==> src/rtl/uart_arb_pkg.sv <==
// Shared types and constants for the UART transmit arbiter.
// Header byte layout and payload counter width live here.
package uart_arb_pkg;

    typedef enum logic [1:0] {
        IDLE,
        ARB,
        HDR,
        PAY
    } state_t;

    localparam logic [3:0] HDR_MAGIC = 4'hA;
    localparam int         LEN_W     = 12;

    function automatic logic [7:0] hdr_byte(input logic [3:0] idx);
        return {HDR_MAGIC, idx};
    endfunction

endpackage

==> src/rtl/uart_tx_arbiter_rr_pick.sv <==
// Combinational round-robin picker: first set request after `last`,
// wrapping modulo N_REQ.
module rr_pick
    import uart_arb_pkg::*;
#(
    parameter int N_REQ = 4
) (
    input  logic [N_REQ-1:0] req,
    input  logic [3:0]       last,
    output logic [3:0]       gnt_idx,
    output logic             found
);

    logic [15:0] req_w;
    logic [3:0]  idx;

    always_comb begin
        req_w   = 16'(req);
        idx     = '0;
        gnt_idx = '0;
        found   = 1'b0;
        for (int k = 1; k <= N_REQ; k++) begin
            idx = 4'((int'(last) + k) % N_REQ);
            if (!found && req_w[idx]) begin
                found   = 1'b1;
                gnt_idx = idx;
            end
        end
    end

endmodule

==> src/rtl/uart_tx_arbiter.sv <==
// Packet-granular arbiter sharing one buffered UART transmitter
// among N_REQ byte streams, with an optional source header byte.
module uart_tx_arbiter
    import uart_arb_pkg::*;
#(
    parameter int N_REQ   = 4,
    parameter int MAX_LEN = 256,
    parameter bit HDR_EN  = 1'b1
) (
    input  logic               clk_100MHz,
    input  logic               reset,
    input  logic [N_REQ-1:0]   req_valid,
    input  logic [8*N_REQ-1:0] req_data,
    input  logic [N_REQ-1:0]   req_last,
    output logic [N_REQ-1:0]   req_ready,
    input  logic               fifo_afull,
    output logic               dat_en,
    output logic [7:0]         dat,
    output logic [N_REQ-1:0]   grant,
    output logic               busy
);

    localparam logic [LEN_W-1:0] LEN_END = LEN_W'(MAX_LEN - 1);

    state_t           state;
    state_t           state_nx;
    logic [3:0]       owner;
    logic [3:0]       last_owner;
    logic [3:0]       pick_idx;
    logic             pick_found;
    logic [15:0]      pick_oh;
    logic [LEN_W-1:0] cnt;
    logic             sel_valid;
    logic             sel_last;
    logic [7:0]       sel_data;
    logic             hdr_send;
    logic             accept;
    logic             pay_done;

    rr_pick #(
        .N_REQ(N_REQ)
    ) u_pick (
        .req     (req_valid),
        .last    (last_owner),
        .gnt_idx (pick_idx),
        .found   (pick_found)
    );

    assign pick_oh = 16'(1) << pick_idx;

    always_comb begin
        sel_valid = 1'b0;
        sel_last  = 1'b0;
        sel_data  = 8'h00;
        for (int i = 0; i < N_REQ; i++) begin
            if (owner == 4'(i)) begin
                sel_valid = req_valid[i];
                sel_last  = req_last[i];
                sel_data  = req_data[8*i +: 8];
            end
        end
    end

    always_ff @(posedge clk_100MHz) begin
        if (reset)
            state <= IDLE;
        else
            state <= state_nx;
    end

    always_comb begin
        state_nx = state;
        unique case (state)
            IDLE: if (|req_valid) state_nx = ARB;
            ARB: begin
                if (!pick_found)
                    state_nx = IDLE;
                else if (HDR_EN)
                    state_nx = HDR;
                else
                    state_nx = PAY;
            end
            HDR:  if (!fifo_afull) state_nx = PAY;
            PAY:  if (pay_done) state_nx = IDLE;
            default: state_nx = IDLE;
        endcase
    end

    // grant is the registered one-hot of owner, so it doubles as the ready mask
    always_comb begin
        busy      = (state != IDLE);
        hdr_send  = (state == HDR) && !fifo_afull;
        accept    = (state == PAY) && sel_valid && !fifo_afull;
        pay_done  = accept && (sel_last || (cnt == LEN_END));
        req_ready = ((state == PAY) && !fifo_afull) ? grant : '0;
    end

    always_ff @(posedge clk_100MHz) begin
        if (reset) begin
            owner      <= '0;
            last_owner <= 4'(N_REQ - 1);
            grant      <= '0;
            cnt        <= '0;
            dat_en     <= 1'b0;
            dat        <= 8'h00;
        end else begin
            dat_en <= hdr_send || accept;
            if (hdr_send)
                dat <= hdr_byte(owner);
            else if (accept)
                dat <= sel_data;
            if ((state == ARB) && pick_found) begin
                owner <= pick_idx;
                grant <= pick_oh[N_REQ-1:0];
                cnt   <= '0;
            end
            if (accept)
                cnt <= cnt + 1'b1;
            if (pay_done) begin
                grant      <= '0;
                last_owner <= owner;
            end
        end
    end

endmodule
==> config.mk <==
export PLATFORM = sky130hd
export DESIGN_NAME = uart_tx_arbiter
export DESIGN_NICKNAME = d
export VERILOG_FILES = /design/src/rtl/uart_arb_pkg.sv /design/src/rtl/uart_tx_arbiter_rr_pick.sv /design/src/rtl/uart_tx_arbiter.sv
export SDC_FILE = /design/constraint.sdc
export NUM_CORES = 1
export LEC_CHECK = 0
export CORE_MARGIN = 4
export CORE_UTILIZATION = 48
export DETAILED_ROUTE_END_ITERATION = 10
export PLACE_DENSITY = 0.84
export SYNTH_ARGS = -nofsm -noshare
export SYNTH_HDL_FRONTEND = slang
export SYNTH_SLANG_ARGS = --single-unit
==> constraint.sdc <==
create_clock -name clk_100MHz -period 2.55 [get_ports clk_100MHz]
set_input_delay 0.255 -clock clk_100MHz [delete_from_list [all_inputs] [get_ports clk_100MHz]]
set_output_delay 0.255 -clock clk_100MHz [all_outputs]
set_load 0.03 [all_outputs]
# Word-level counts from Yosys, hierarchy flattened

Cells that the tools add are included.
W data, S select, Z words.

Add/sub/neg operators: 5
Multiply operators: 0
Divide/modulo/power cells: 0
$lt $le $gt $ge: 4
Equality and inequality tests: 10
Shift-type cells: 1
Mux-type cells: 38
Bitwise gates (word level): 4
Reduce and logical (&&, ||, !) cells: 28

Operators with widths:

| kind                    | count |
|---|---|
| $mux W8                 | 6 |
| $mux W12                | 2 |
| $lt A4 B5 Y1 const B    | 4 |
| $mux W4                 | 5 |
| $mux W1                 | 16 |
| $add A12 B1 Y12 const B | 1 |
| $bmux W1 S3             | 4 |
| $eq A12 B8 Y1 const B   | 1 |
| $reduce_or A2 Y1        | 6 |
| $logic_and A1 B1 Y1     | 9 |
| $eq A4 B2 Y1 const B    | 2 |
| $mux W2                 | 4 |
| $pmux W2 S4             | 1 |
| $ne A2 B2 Y1 const B    | 3 |
| $reduce_bool A2 Y1      | 3 |
| $add A2 B1 Y2 const B   | 2 |
| $add A2 B2 Y2 const B   | 2 |
| $and A1 B1 Y1 const A   | 4 |
| $eq A2 B2 Y1 const B    | 2 |
| $eq A4 B1 Y1 const B    | 1 |
| $logic_not A1 Y1        | 4 |
| $logic_not A4 Y1        | 1 |
| $reduce_or A4 Y1        | 1 |
| $shl A1 B4 Y4 const A   | 1 |
| 4 further kinds         | 5 |

Bits in registers: 33
Bits in latches: 0
RAM bits: 0
Bits in read-only memories: 0
Bits of input ports: 43
Output and inout port bits: 18
Logic and storage cells: 98
Memories kept: 0

# Longest topological paths before layout

Word-level depth: 18
Depth in mapped cells: 8
Depth with buffers taken out: 6

# Hierarchy

From an unflattened synthesis, not the netlist that was laid out.

Cells, all modules: 232
Area, all modules: 1983.2 sq um

Modules (own cells, without submodules):

| module          | times used | cells each | area an instance (sq um) | seq. area each (sq um) |
|---|---|---|---|---|
| uart_tx_arbiter | 1          | 215        | 1873.0                   | 700.7 |
| rr_pick         | 1          | 17         | 110.1                    | 0.0 |

# Least setup slack after synthesis

Ideal clock, no wire load.

Path type: register -> register
Start: register owner[0]
End: register state[0]
Library setup time: 0.088 ns
Arrival time: 1.669 ns
Data required time: 2.462 ns
Path slack: 0.793 ns
Stages on the path, launching flop included: 8
Buffers on the path: 2
Clock period less this slack: 1.757 ns
Cells stage by stage: dfxtp_1 > buf_6 > mux4_2 > a31oi_2 > nor2_2 > or2_1 > buf_6 > a311oi_2

Cells in the longest elaborated chain, start to end: 10
Elaborated cells between the ends (all ways): 18
Classes of those cells: eq/ne: 4; mux: 8; reduce/logical: 6

RTL lines:

| element                                | line                   | text |
|---|---|---|
| start, declared                        | uart_tx_arbiter.sv:27  | `logic [3:0] owner;` |
| start signal, assigned                 | uart_tx_arbiter.sv:113 | `owner <= pick_idx;` |
| $logic_not A4 Y1                       | uart_tx_arbiter.sv:56  | `if (owner == 4'(i)) begin` |
| $mux W1 (4 in series)                  | uart_tx_arbiter.sv:56  |  |
| $logic_and A1 B1 Y1 (2 in series)      | uart_tx_arbiter.sv:93  | `accept = (state == PAY) && sel_valid && !fifo_afull;` |
| $logic_and A1 B1 Y1 (*)                | uart_tx_arbiter.sv:94  | `pay_done = accept && (sel_last \|\| (cnt == LEN_END));` |
| $ne A2 B2 Y1 (no source line) (*)      | n/a                    |  |
| $reduce_and A3 Y1 (no source line) (*) | n/a                    |  |
| end signal, assigned                   | uart_tx_arbiter.sv:68  | `state <= state_nx;` |
| end, declared                          | uart_tx_arbiter.sv:25  | `state_t state;` |

Every way passes the cells marked *; elsewhere a longest branch is shown, timed or not.
A chain may end at the register's enable or synchronous reset.

# Final worst setup path

Start: input fifo_afull
End: output req_ready[2]

Cells in the longest elaborated chain, start to end: 3

RTL lines:

| element             | line                  | text |
|---|---|---|
| start, declared     | uart_tx_arbiter.sv:16 | `input logic fifo_afull,` |
| $logic_not A1 Y1    | uart_tx_arbiter.sv:95 | `req_ready = ((state == PAY) && !fifo_afull) ? grant : '0;` |
| $logic_and A1 B1 Y1 | uart_tx_arbiter.sv:95 |  |
| $mux W4             | uart_tx_arbiter.sv:95 |  |
| end, declared       | uart_tx_arbiter.sv:15 | `output logic [N_REQ-1:0] req_ready,` |

No other way between the ends.

==> reports/qor.yml <==
setup-tns-final_ps: 0
sort_of_element_at_the_end_of_the_critical_path: "primary output"
first_iter_violations: 192
rsz_0062_raised_after_global_routing: "no"
worst_path_max_stage_delay_ps: 670
critPathLaunchType: "primary input"
grt_overflow_total: 0
cts_setup_buffers: 0
cts_max_path_buffers: 2
timing.reg2reg.setup_slack_ps: 450
detail_route.vias_per_cell: 5.74
synth_cells: 203
vias_in_the_first_global_route: 1684
dieHeight_um: 68.5
holdBufCountCts: 0
report.final.slew_viol_count: 0
critical_path_peak_fanout: 7
critical_path_buf_inv_count: 2
post_synth_num_cell_types: 43
status: "finished clean"
coreArea_sq_mm: 0.00344
io-pin-count: 61
row_count: 21
hold_viol_final: 0
top_area_cell_type_share_of_the_netlist_area: 0.354
ir_drop_v: 0.000259
grt_start_max_net_pins: 15
design.final.nets: 307
drv_cap: 0
place_inst: 302
cp_slowest_cell: "sky130_fd_sc_hd__clkdlybuf4s50_1"
worstPathRequired_ps: 2300
max-slew-margin-rel: 0.388
grt_use_total: 0.217
hold_path.class: "reg2reg"
synth_area_per_cell_sq_um: 8.65
start_util: 0.510
drive_above_1_share: 0.0985
area_growth_syn_to_layout_pct: 40.8
critical-path-top-cell-by-count: "sky130_fd_sc_hd__clkdlybuf4s50_1"
fin_skew_ps: 3.45
final_core_util: 0.718
non_filler_cells_in_the_finished_layout: 310
yosys_warnings: 0
top_post_synthesis_cells_by_area: "sky130_fd_sc_hd__dfxtp_1 35%, sky130_fd_sc_hd__mux4_2 9.0%, sky130_fd_sc_hd__a21oi_1 7.1%"
routedWlPerCell_um: 15.1
synth.cells.most_frequent: "33 x sky130_fd_sc_hd__nand2_1, 31 x sky130_fd_sc_hd__dfxtp_1, 25 x sky130_fd_sc_hd__a21oi_1"
cts-htree-levels: 2
place.detailed.hpwl_um: 3470
gp_congestion: 0.886
synth_ff_type: "sky130_fd_sc_hd__dfxtp_1"
die_width_um: 68.5
layout_min_cycle_time_ps: 2170
leakagePower_uw: 0.000874
routed_wl_um: 4680
setup_viol: 0
antenna_found_initial: 0
synth_edf_count: 0
max_frequency_mhz: 460
firstDrtPassIters: 4
postRouteAntennaNets: 0
vias: 1779
cts_tree: "yes"
grt_pass1_wl_um: 7580
drc_violations_left: 0
timing.critical_path.cells: "clkdlybuf4s50_1 -> and2b_1 -> and3_1 -> clkdlybuf4s50_1"
tightestPinTransition_ps: 915
tritoncts.num_buffers: 5
worstPathArrival_ps: 1920
syn-cell-area_sq_mm: 0.00176
synth_seq_cells: 31
clock-root-buffer: "sky130_fd_sc_hd__clkbuf_8"
power_per_cell_area_mw_per_mm2: 492
io_buffers: 60
final_min_period_over_clock_period: 0.852
async_reset_ff_frac: 0
clock_latency_ps: 280
synth.yosys.seq_area_share: 0.354
fill_cells: 274
worst_setup_hold_path_clk_slew_ps: 60
criticalPathCategory: "in2out"
postSynthNetCount: 247
total_clock_sinks: 31
synth_top_area_cell: "sky130_fd_sc_hd__dfxtp_1"
yosysMostFrequentCell: "sky130_fd_sc_hd__nand2_1"
dieArea_sq_mm: 0.00469
antenna_cells_inserted: 0
crit_family: "buffers and inverters"
cts_resized: 0
-- worst paths after layout --
kind                                              end  depth (start not counted)                   from
worst max register to register  state[0]$_SDFFE_PP0P_                          5  owner[0]$_SDFFE_PP0P_
worst min register to register    dat[6]$_SDFFE_PP0P_                          2    dat[6]$_SDFFE_PP0P_
worst max-delay path                     req_ready[2]                          4             fifo_afull
worst min-delay path              dat[6]$_SDFFE_PP0P_                          2    dat[6]$_SDFFE_PP0P_
-- placed cells by master, fill, tap and decap left out, types with 2 or more instances in the layout --
cell type	netlist	routed
sky130_fd_sc_hd__and3_1	7	7
sky130_fd_sc_hd__or4_1	2	2
sky130_fd_sc_hd__or3_1	2	2
sky130_fd_sc_hd__a211oi_1	4	4
sky130_fd_sc_hd__nand2_1	33	33
sky130_fd_sc_hd__nor2_1	16	16
sky130_fd_sc_hd__buf_4	2	7
sky130_fd_sc_hd__mux4_2	7	7
sky130_fd_sc_hd__clkbuf_8	0	7
sky130_fd_sc_hd__nand3_1	7	7
sky130_fd_sc_hd__inv_1	3	3
sky130_fd_sc_hd__nor3_1	9	9
sky130_fd_sc_hd__clkdlybuf4s50_1	0	60
sky130_fd_sc_hd__mux4_1	2	2
sky130_fd_sc_hd__nand3b_1	3	3
sky130_fd_sc_hd__o21ai_0	5	5
sky130_fd_sc_hd__a21oi_1	25	25
sky130_fd_sc_hd__xnor2_1	2	2
sky130_fd_sc_hd__a311oi_1	3	3
sky130_fd_sc_hd__nand2b_1	4	4
sky130_fd_sc_hd__dfxtp_1	31	31
sky130_fd_sc_hd__a31oi_1	4	4
-- cells by family (layout without fill, tap and decap cells) --
| kind of cell | after synthesis | count (layout) | share of synthesized area |
|---|---|---|---|
| flip-flops | 31 | 31 | 0.354 |
| buffers and inverters | 17 | 78 | 0.0599 |
| XOR/XNOR | 3 | 3 | 0.0150 |
| AND/OR/NAND/NOR | 92 | 92 | 0.263 |
| multiplexers | 10 | 10 | 0.125 |
| adder cells (fa/ha/maj) | 1 | 1 | 0.00713 |
| AO/OA/AOI/OAI | 49 | 49 | 0.176 |
-- per-stage QoR --
stage / instance area, sq um / total power [uW] / hold slack (ps) / setup slack (ps)
finish: 2470 / 1220 / 452 / 378
global route: 2470 / 1270 / 482 / 317
CTS: 2470 / 1220 / 456 / 377
detailed placement: 2370 / 800 / 447 / 253
global placement: 2370 / 796 / 441 / 286
floorplan: 1760 / 682 / 349 / 793
-- per-layer routing --
metal / global-route usage / part of all wire
met3: 0.0706 / 0.086
met5: 0 / 0
met4: 0.0968 / 0.021
met2: 0.341 / 0.49
met1: 0.269 / 0.40
-- worst reg2reg max path, stage by stage, from the launching register on --
cell and delay (ps):
sky130_fd_sc_hd__dfxtp_1 570, sky130_fd_sc_hd__mux4_2 580, sky130_fd_sc_hd__a31oi_2 180, sky130_fd_sc_hd__nor2_2 90, sky130_fd_sc_hd__or2_1 320, sky130_fd_sc_hd__a311oi_2 280
-- report_power, final --
group,switching [uW],internal [uW]
combinational,131,145
sequential,16.4,501
clock,177,246
-- final cells by class --
type,count,area (sq um),area share
flip-flops and latches,31,621,0.251
inverters,3,11.3,0.00455
well taps,46,57.6,0.0233
repair buffers,67,653,0.264
multi-input cells,155,1030,0.416
clock buffers,8,100,0.0405
-- registers in the layout (all words and copies together) (netlist names), named ones only --
register,cells
dat_en,1
last_owner,2
dat,8
state,1
owner,2
grant,4
cnt,12
(Power assumes the default switching activity.)
